===== config.mk =====
export PLATFORM = sky130hd
export DESIGN_NAME = program_sequencer
export DESIGN_NICKNAME = d
export VERILOG_FILES = /design/src/rtl/program_sequencer.sv
export SDC_FILE = /design/constraint.sdc
export NUM_CORES = 1
export LEC_CHECK = 0
export BUFFER_PORTS_ARGS = -buffer_cell sky130_fd_sc_hd__buf_2
export CAP_MARGIN = 20
export CELL_PAD_IN_SITES_DETAIL_PLACEMENT = 0
export CELL_PAD_IN_SITES_GLOBAL_PLACEMENT = 2
export CORE_UTILIZATION = 34
export CTS_CLUSTER_SIZE = 8
export DETAILED_ROUTE_END_ITERATION = 12
export HOLD_SLACK_MARGIN = 0.02
export PLACE_DENSITY_LB_ADDON = 0.1
export SYNTH_ARGS = -nofsm -noshare
export SYNTH_HDL_FRONTEND = slang
export SYNTH_SLANG_ARGS = --single-unit

===== constraint.sdc =====
create_clock -name clk -period 5.2 [get_ports clk]
set_input_delay 0.52 -clock clk [delete_from_list [all_inputs] [get_ports clk]]
set_output_delay 0.52 -clock clk [all_outputs]
set_load 0.02 [all_outputs]

===== src/rtl/program_sequencer.sv =====
// Program sequencer: selects a program entry, steps the PC through it with
// branch/stall support, and ends the run on a halt instruction or watchdog expiry.
module program_sequencer #(
    parameter int PC_W       = 10,
    parameter int IMM_W      = 8,
    parameter int NUM_PROGS  = 4,
    parameter int PROG_SHIFT = 7,
    parameter int MAX_CYCLES = 4096,
    localparam int SEL_W     = (NUM_PROGS > 1) ? $clog2(NUM_PROGS) : 1,
    localparam int CNT_W     = $clog2(MAX_CYCLES + 1)
) (
    input  logic             clk,
    input  logic             reset,
    input  logic             start,
    input  logic [SEL_W-1:0] prog_sel,
    input  logic             done,
    input  logic             branch_en,
    input  logic             zero,
    input  logic [IMM_W-1:0] imm,
    input  logic             stall,
    output logic [PC_W-1:0]  pc,
    output logic             run_en,
    output logic             ack,
    output logic             timeout,
    output logic [CNT_W-1:0] cycle_count
);

    // state  | meaning
    // IDLE   | out of reset, waiting for start
    // ARMED  | program latched, waiting for start to drop
    // RUN    | executing; pc advances, watchdog counts
    // FINISH | halted or timed out; results held until next start
    localparam logic [1:0] IDLE   = 2'd0;
    localparam logic [1:0] ARMED  = 2'd1;
    localparam logic [1:0] RUN    = 2'd2;
    localparam logic [1:0] FINISH = 2'd3;

    localparam logic [CNT_W-1:0] CNT_LAST = CNT_W'(MAX_CYCLES - 1);
    localparam logic [CNT_W-1:0] CNT_MAX  = CNT_W'(MAX_CYCLES);

    logic [1:0]       state_q, state_d;
    logic [PC_W-1:0]  pc_q, pc_d;
    logic [CNT_W-1:0] cnt_q, cnt_d;
    logic             ack_q, ack_d;
    logic             tmo_q, tmo_d;

    logic [PC_W-1:0]  entry;
    logic [PC_W-1:0]  imm_ext;

    assign imm_ext = PC_W'($signed(imm));

    // Out-of-range program indices fall back to program 0.
    always_comb begin
        entry = '0;
        if (32'(prog_sel) < NUM_PROGS) begin
            entry = PC_W'(prog_sel) << PROG_SHIFT;
        end
    end

    always_comb begin
        state_d = state_q;
        pc_d    = pc_q;
        cnt_d   = cnt_q;
        ack_d   = ack_q;
        tmo_d   = tmo_q;
        case (state_q)
            IDLE, FINISH: begin
                if (start) begin
                    state_d = ARMED;
                    pc_d    = entry;
                    cnt_d   = '0;
                    ack_d   = 1'b0;
                    tmo_d   = 1'b0;
                end
            end
            ARMED: begin
                if (!start) begin
                    state_d = RUN;
                end
            end
            RUN: begin
                if (cnt_q != CNT_MAX) begin
                    cnt_d = cnt_q + 1'b1;
                end
                if (done) begin
                    state_d = FINISH;
                    ack_d   = 1'b1;
                    tmo_d   = 1'b0;
                end else begin
                    if (stall) begin
                        pc_d = pc_q;
                    end else if (branch_en && zero) begin
                        pc_d = pc_q + PC_W'(1) + imm_ext;
                    end else begin
                        pc_d = pc_q + PC_W'(1);
                    end
                    if (cnt_q == CNT_LAST) begin
                        state_d = FINISH;
                        ack_d   = 1'b1;
                        tmo_d   = 1'b1;
                    end
                end
            end
            default: state_d = IDLE;
        endcase
    end

    always_ff @(posedge clk) begin
        if (reset) begin
            state_q <= IDLE;
            pc_q    <= '0;
            cnt_q   <= '0;
            ack_q   <= 1'b0;
            tmo_q   <= 1'b0;
        end else begin
            state_q <= state_d;
            pc_q    <= pc_d;
            cnt_q   <= cnt_d;
            ack_q   <= ack_d;
            tmo_q   <= tmo_d;
        end
    end

    assign pc          = pc_q;
    assign run_en      = (state_q == RUN);
    assign ack         = ack_q;
    assign timeout     = tmo_q;
    assign cycle_count = cnt_q;

endmodule


== After elaboration in Yosys (flattened, before gate mapping) ==
Index checks and enable logic that the tools add are counted.

* Bits in registers: 27
* Input bits: 17
* Output and inout bits: 26
* Word-level logic and storage cells: 46

* Add/subtract/negate cells: 3
* Equality and inequality tests: 11
* Mux-type cells: 19
* Reduce and logical (&&, ||, !) cells: 8

{| class="wikitable"
|+ Operators by type and width
! operator !! count
|-
| 10-bit 2-to-1 mux || 4
|-
| 13-bit 2-to-1 mux || 2
|-
| 13-bit case mux with 2 select lines || 1
|-
| 10-bit case mux with 2 select lines || 1
|-
| 13-bit by 1-bit adder with 13-bit output, second input constant || 1
|-
| 13-bit by 12-bit == test with 1-bit output, second input constant || 1
|-
| 13-bit != test, second input constant || 1
|-
| 10-bit by 1-bit adder with 10-bit output, second input constant || 1
|-
| 10-bit adder || 1
|-
| 3-bit AND reduction || 3
|-
| 2-bit 2-to-1 mux || 4
|-
| 2-bit != test, second input constant || 4
|-
| 2-bit case mux with 3 select lines || 1
|-
| 2-bit == test, second input constant || 2
|-
| 1-bit 2-to-1 mux || 4
|-
| 1-bit case mux with 2 select lines || 2
|-
| 4-bit AND reduction || 1
|-
| 3-bit by 2-bit != test with 1-bit output, second input constant || 1
|-
| 2-bit by 1-bit == test with 1-bit output, second input constant || 1
|-
| 2-bit logical NOT || 1
|-
| 2-bit by 1-bit != test with 1-bit output, second input constant || 1
|-
| 2-bit nonzero test || 1
|-
| 2-bit OR reduction || 1
|-
| 1-bit logical AND || 1
|}

== Logic depth before layout (Yosys ltp) ==
* Word-level depth: 6
* Gate-level depth with buffers: 11
* Gate-level depth less buffers: 11

== Least setup slack after synthesis ==
Ideal clock, no wire load.

* Path type: register to register
* From: reg pc_q[0] (netlist: pc[0])
* To: reg pc_q[9] (netlist: pc[9])
* Library setup time: 74 ps
* Data arrival time: 2,620 ps
* Data required time: 5,126 ps
* Slack: 2,506 ps
* Cell stages (with the launch flop): 11
* Path buffers: 0
* Clock period less this slack: 2,694 ps
* Path through: dfxtp_1 -> ha_1 -> nand3_1 -> nand2b_1 -> xnor2_1 -> ha_1 -> nand2_1 -> or4_1 -> o221a_1 -> a211o_1 -> a31oi_1

* Longest elaborated chain between the ends: 6

{| class="wikitable"
|+ RTL lines
! what !! RTL line !! source
|-
| from (decl) || 42 || <nowiki>logic [PC_W-1:0] pc_q, pc_d;</nowiki>
|-
| from (signal assigned) || 117 || <nowiki>pc_q <= pc_d;</nowiki>
|-
| 10-bit by 1-bit adder with 10-bit output * || 93, 95 ||
|-
| 10-bit adder || 93 || <nowiki>pc_d = pc_q + PC_W'(1) + imm_ext;</nowiki>
|-
| 10-bit 2-to-1 mux * || 92 || <nowiki>end else if (branch_en && zero) begin</nowiki>
|-
| 10-bit 2-to-1 mux * || 90 || <nowiki>if (stall) begin</nowiki>
|-
| 10-bit 2-to-1 mux * || 85 || <nowiki>if (done) begin</nowiki>
|-
| 10-bit case mux with 2 select lines * || 66 || <nowiki>case (state_q)</nowiki>
|}

Mark *: on every way between the ends. The rest lies on a longest branch, timed or not. The select of a mux whose other input is x is not followed.
A chain may end at the register's enable or synchronous reset.

== Worst setup path in the final report ==
* From: reg pc_q[2] (netlist: pc[2])
* To: reg pc_q[9] (netlist: pc[9])

Same word-level chain as after synthesis.

==> qor.yml <==
fin_util: 0.410
grt_setup_unrepaired: "false"
grt_start_max_net_pins: 19
worst_setup_path_start_kind: "register"
postPlaceCellArea_um2: 2240
h-tree-depth: 1
hpwlAfterDp_um: 3770
area.sequential_um2: 541
slowest_delay_ns: 0.45
yosys.area_share.xor_xnor: 0.0884
synth_ff_type: "sky130_fd_sc_hd__dfxtp_1"
synth_enable_flop_cells: 0
hold_depth: 2
worstRegToRegCells: 10
cts-buffers-inserted: 3
netlist_instances: 249
setup.worst_path.start: "pc[2]"
number_of_antenna_violations_at_the_first_check_in_global_routing: 0
hold_end: "ack"
main_combinational_cell_family_by_area_after_synthesis: "simple AND/OR/NAND/NOR gates"
worst_slew_slack_as_a_fraction_of_its_limit: 0.363
design.final.nets: 323
postRouteAntennaNets: 0
core_region_area_um2: 5570
n_antenna_cell: 0
synth.yosys.warnings: 0
timing.hold.ws_ns: 0.504
hold_class: "register to register"
place_ws_ns: 2.43
synth_nets: 283
worst_ep_arrival_time_ns: 3.04
number_of_global_route_vias_before_repair: 1760
r2r-end: "pc[9]"
regToRegStartpoint: "pc[2]"
grt_use_total: 0.171
wire_per_inst_um: 13.8
initialDrtViolationCount: 79
yosys-mux-area-fraction: 0.0303
io-pin-count: 43
yosys_register_bits: 27
remaining_drc_errors: 0
ctsHoldBuffers: 0
worstSetupEndpointType: "register"
ff2ff_setup_slack_ns: 2.37
critPathMaxFanout: 6
clkSinkCount: 27
timing.clock.skew_ns: 0.00435
mappedNetlistArea_um2: 1980
synth_common_cells: "sky130_fd_sc_hd__nor2_1 (37), sky130_fd_sc_hd__dfxtp_1 (27), sky130_fd_sc_hd__nand2_1 (23)"
fmaxAchievable_ghz: 0.354
dieArea_um2: 6140
postLayoutCellArea_um2: 2280
crit_type: "register to register"
synth_compound_gate_area_share: 0.187
final_max_slew_viol_count: 0
synth_area_per_cell_um2: 7.96
yosys.cell_count.top_type: "sky130_fd_sc_hd__nor2_1"
die_h_um: 78.4
final.min_clock_period_ns: 2.83
synth-seq-area-share: 0.273
core.rowCount: 27
synth_area_leaders: "sky130_fd_sc_hd__dfxtp_1 (27%), sky130_fd_sc_hd__ha_1 (10%), sky130_fd_sc_hd__nor2_1 (7.0%)"
clock_path_buffers: 2
critPathSlowestCell: "sky130_fd_sc_hd__dfxtp_1"
clock_tree_root_driver_cell: "sky130_fd_sc_hd__clkbuf_8"
min-delay-start: "ack"
worst_slew_pin_slew_ns: 0.950
synth_simple_gate_area_frac: 0.273
finalSetupViolCount: 0
multi_input_area_um2: 1370
totalWireLength_um: 4990
cellLeakagePower_nw: 0.969
synth_top_area_share: 0.273
skew_pair_late_insertion_delay_ns: 0.28
critPathBufInv: 0
port_buffers: 42
max-cap-violations: 0
firstDrtPassIters: 4
grt_overflow: 0
path_clk_slew_ns: 0.10
worst_path_dominant_cell_family: "compound AO/OA/AOI/OAI gates"
cts.repair_timing.setup_buffer_count: 0
proportion_of_layout_cells_with_a_drive_suffix_above_1: 0.174
gpl.final_weighted_congestion: 0.797
critical_path_depth: 10
run_status: "complete, no violations"
start_util: 0.356
total_vias_in_the_final_route: 1863
grt_first_pass_wirelength_um: 8420
tritoncts: "yes"
die_w_um: 78.4
syn_to_final_growth_pct: 15.2
postLayoutSetupSlackWorst_ns: 2.37
yosys.cell_types.count: 50
min_period_over_period: 0.543
worst_ep_required_time_ns: 5.41
final_hold_violation_count: 0
power.density_cell_area_nw_per_um2: 354
synth_async_sr_flop_share: 0
totalNegativeSetupSlack_ns: 0
fillCellCount: 620
irDropWorstVdd_v: 0.000167
adder_cell_share_of_the_synthesized_area: 0.111
vias_per_cell: 5.18
timing.critical_path.cells: "and4_4 > nand2_1 > xnor2_1 > ha_1 > a21oi_1 > o211ai_1 > a2111oi_0 > nor4_1 > a211o_1 > a31oi_1"
biggest_area_consumer_among_synthesized_cells: "sky130_fd_sc_hd__dfxtp_1"
cts_resized: 0
## layer usage
layer,share of wire,vias to the layer above,global-route usage
met5,0,-,0
met4,0.0062,0,0.0278
met3,0.041,4,0.0349
met2,0.43,36,0.271
met1,0.52,853,0.241
li1,-,970,-
## worst reg2reg max path, delay by kind of cell (launching register included)
| family | cells | cell delay [ns] |
|---|---|---|
| flops | 1 | 0.45 |
| fa+ha+maj | 1 | 0.30 |
| xor+xnor | 1 | 0.24 |
| simple gates | 3 | 0.47 |
| compound gates | 5 | 1.31 |
## per-stage QoR
stage	power [mW]	std cells
finish	0.808	360
CTS	0.816	360
detailed placement	0.693	356
floorplan	0.596	249
global route	0.883	360
global placement	0.694	356
## power breakdown
group / leakage [nW] / switching [mW] / total [mW] / internal, mW
combinational: 0.725 / 0.275 / 0.426 / 0.151
sequential: 0.219 / 0.0270 / 0.260 / 0.232
clock: 0.0255 / 0.0681 / 0.122 / 0.0538
total: 0.969 / 0.370 / 0.808 / 0.437
## cell families after synthesis
kind of cell | count (synthesis)
mux | 6
xor+xnor | 20
buf+inv | 15
fa+ha+maj | 17
compound gates | 57
simple gates | 107
flops | 27
## flip-flops by register name, summed over array words and instances (netlist names)
name and flops:
cycle_count 13, pc 10, state_q 2, ack 1, timeout 1
## layout make-up
class | instances | share of cell area
flip-flops and latches | 27 | 0.237
clock inverters | 1 | 0.00219
repair buffers | 42 | 0.0921
inverters | 8 | 0.0132
clock buffers | 3 | 0.0181
well taps | 72 | 0.0395
multi-input cells | 207 | 0.598
## worst max-delay path by stage
stage                      to
2_1_floorplan           pc[9]
4_1_cts                 pc[9]
5_1_grt                 pc[9]
3_5_place_dp            pc[9]
3_3_place_gp   cycle_count[6]
6_report                pc[9]
## cell usage in the layout, fill, tap and decap left out, types with 3 or more instances in the layout
| cell | instances |
|---|---|
| sky130_fd_sc_hd__buf_2 | 42 |
| sky130_fd_sc_hd__nor2_1 | 37 |
| sky130_fd_sc_hd__dfxtp_1 | 27 |
| sky130_fd_sc_hd__nand2_1 | 23 |
| sky130_fd_sc_hd__ha_1 | 16 |
| sky130_fd_sc_hd__a21oi_1 | 15 |
| sky130_fd_sc_hd__xnor2_1 | 12 |
| sky130_fd_sc_hd__o21ai_0 | 10 |
| sky130_fd_sc_hd__inv_1 | 8 |
| sky130_fd_sc_hd__xor2_1 | 8 |
| sky130_fd_sc_hd__nand4_1 | 6 |
| sky130_fd_sc_hd__nand3_1 | 6 |
| sky130_fd_sc_hd__mux2i_1 | 6 |
| sky130_fd_sc_hd__nor2b_1 | 5 |
| sky130_fd_sc_hd__a211oi_1 | 5 |
| sky130_fd_sc_hd__nand2b_1 | 4 |
| sky130_fd_sc_hd__or3_1 | 4 |
| sky130_fd_sc_hd__o211ai_1 | 4 |
| sky130_fd_sc_hd__and4_1 | 3 |
| sky130_fd_sc_hd__and2_1 | 3 |
| sky130_fd_sc_hd__nor3_1 | 3 |
| sky130_fd_sc_hd__o21ai_1 | 3 |
| sky130_fd_sc_hd__and3_1 | 3 |
| sky130_fd_sc_hd__a21o_1 | 3 |
| sky130_fd_sc_hd__a22oi_1 | 3 |
| sky130_fd_sc_hd__a31oi_1 | 3 |
| sky130_fd_sc_hd__clkbuf_8 | 3 |
(Power assumes the default switching activity.)
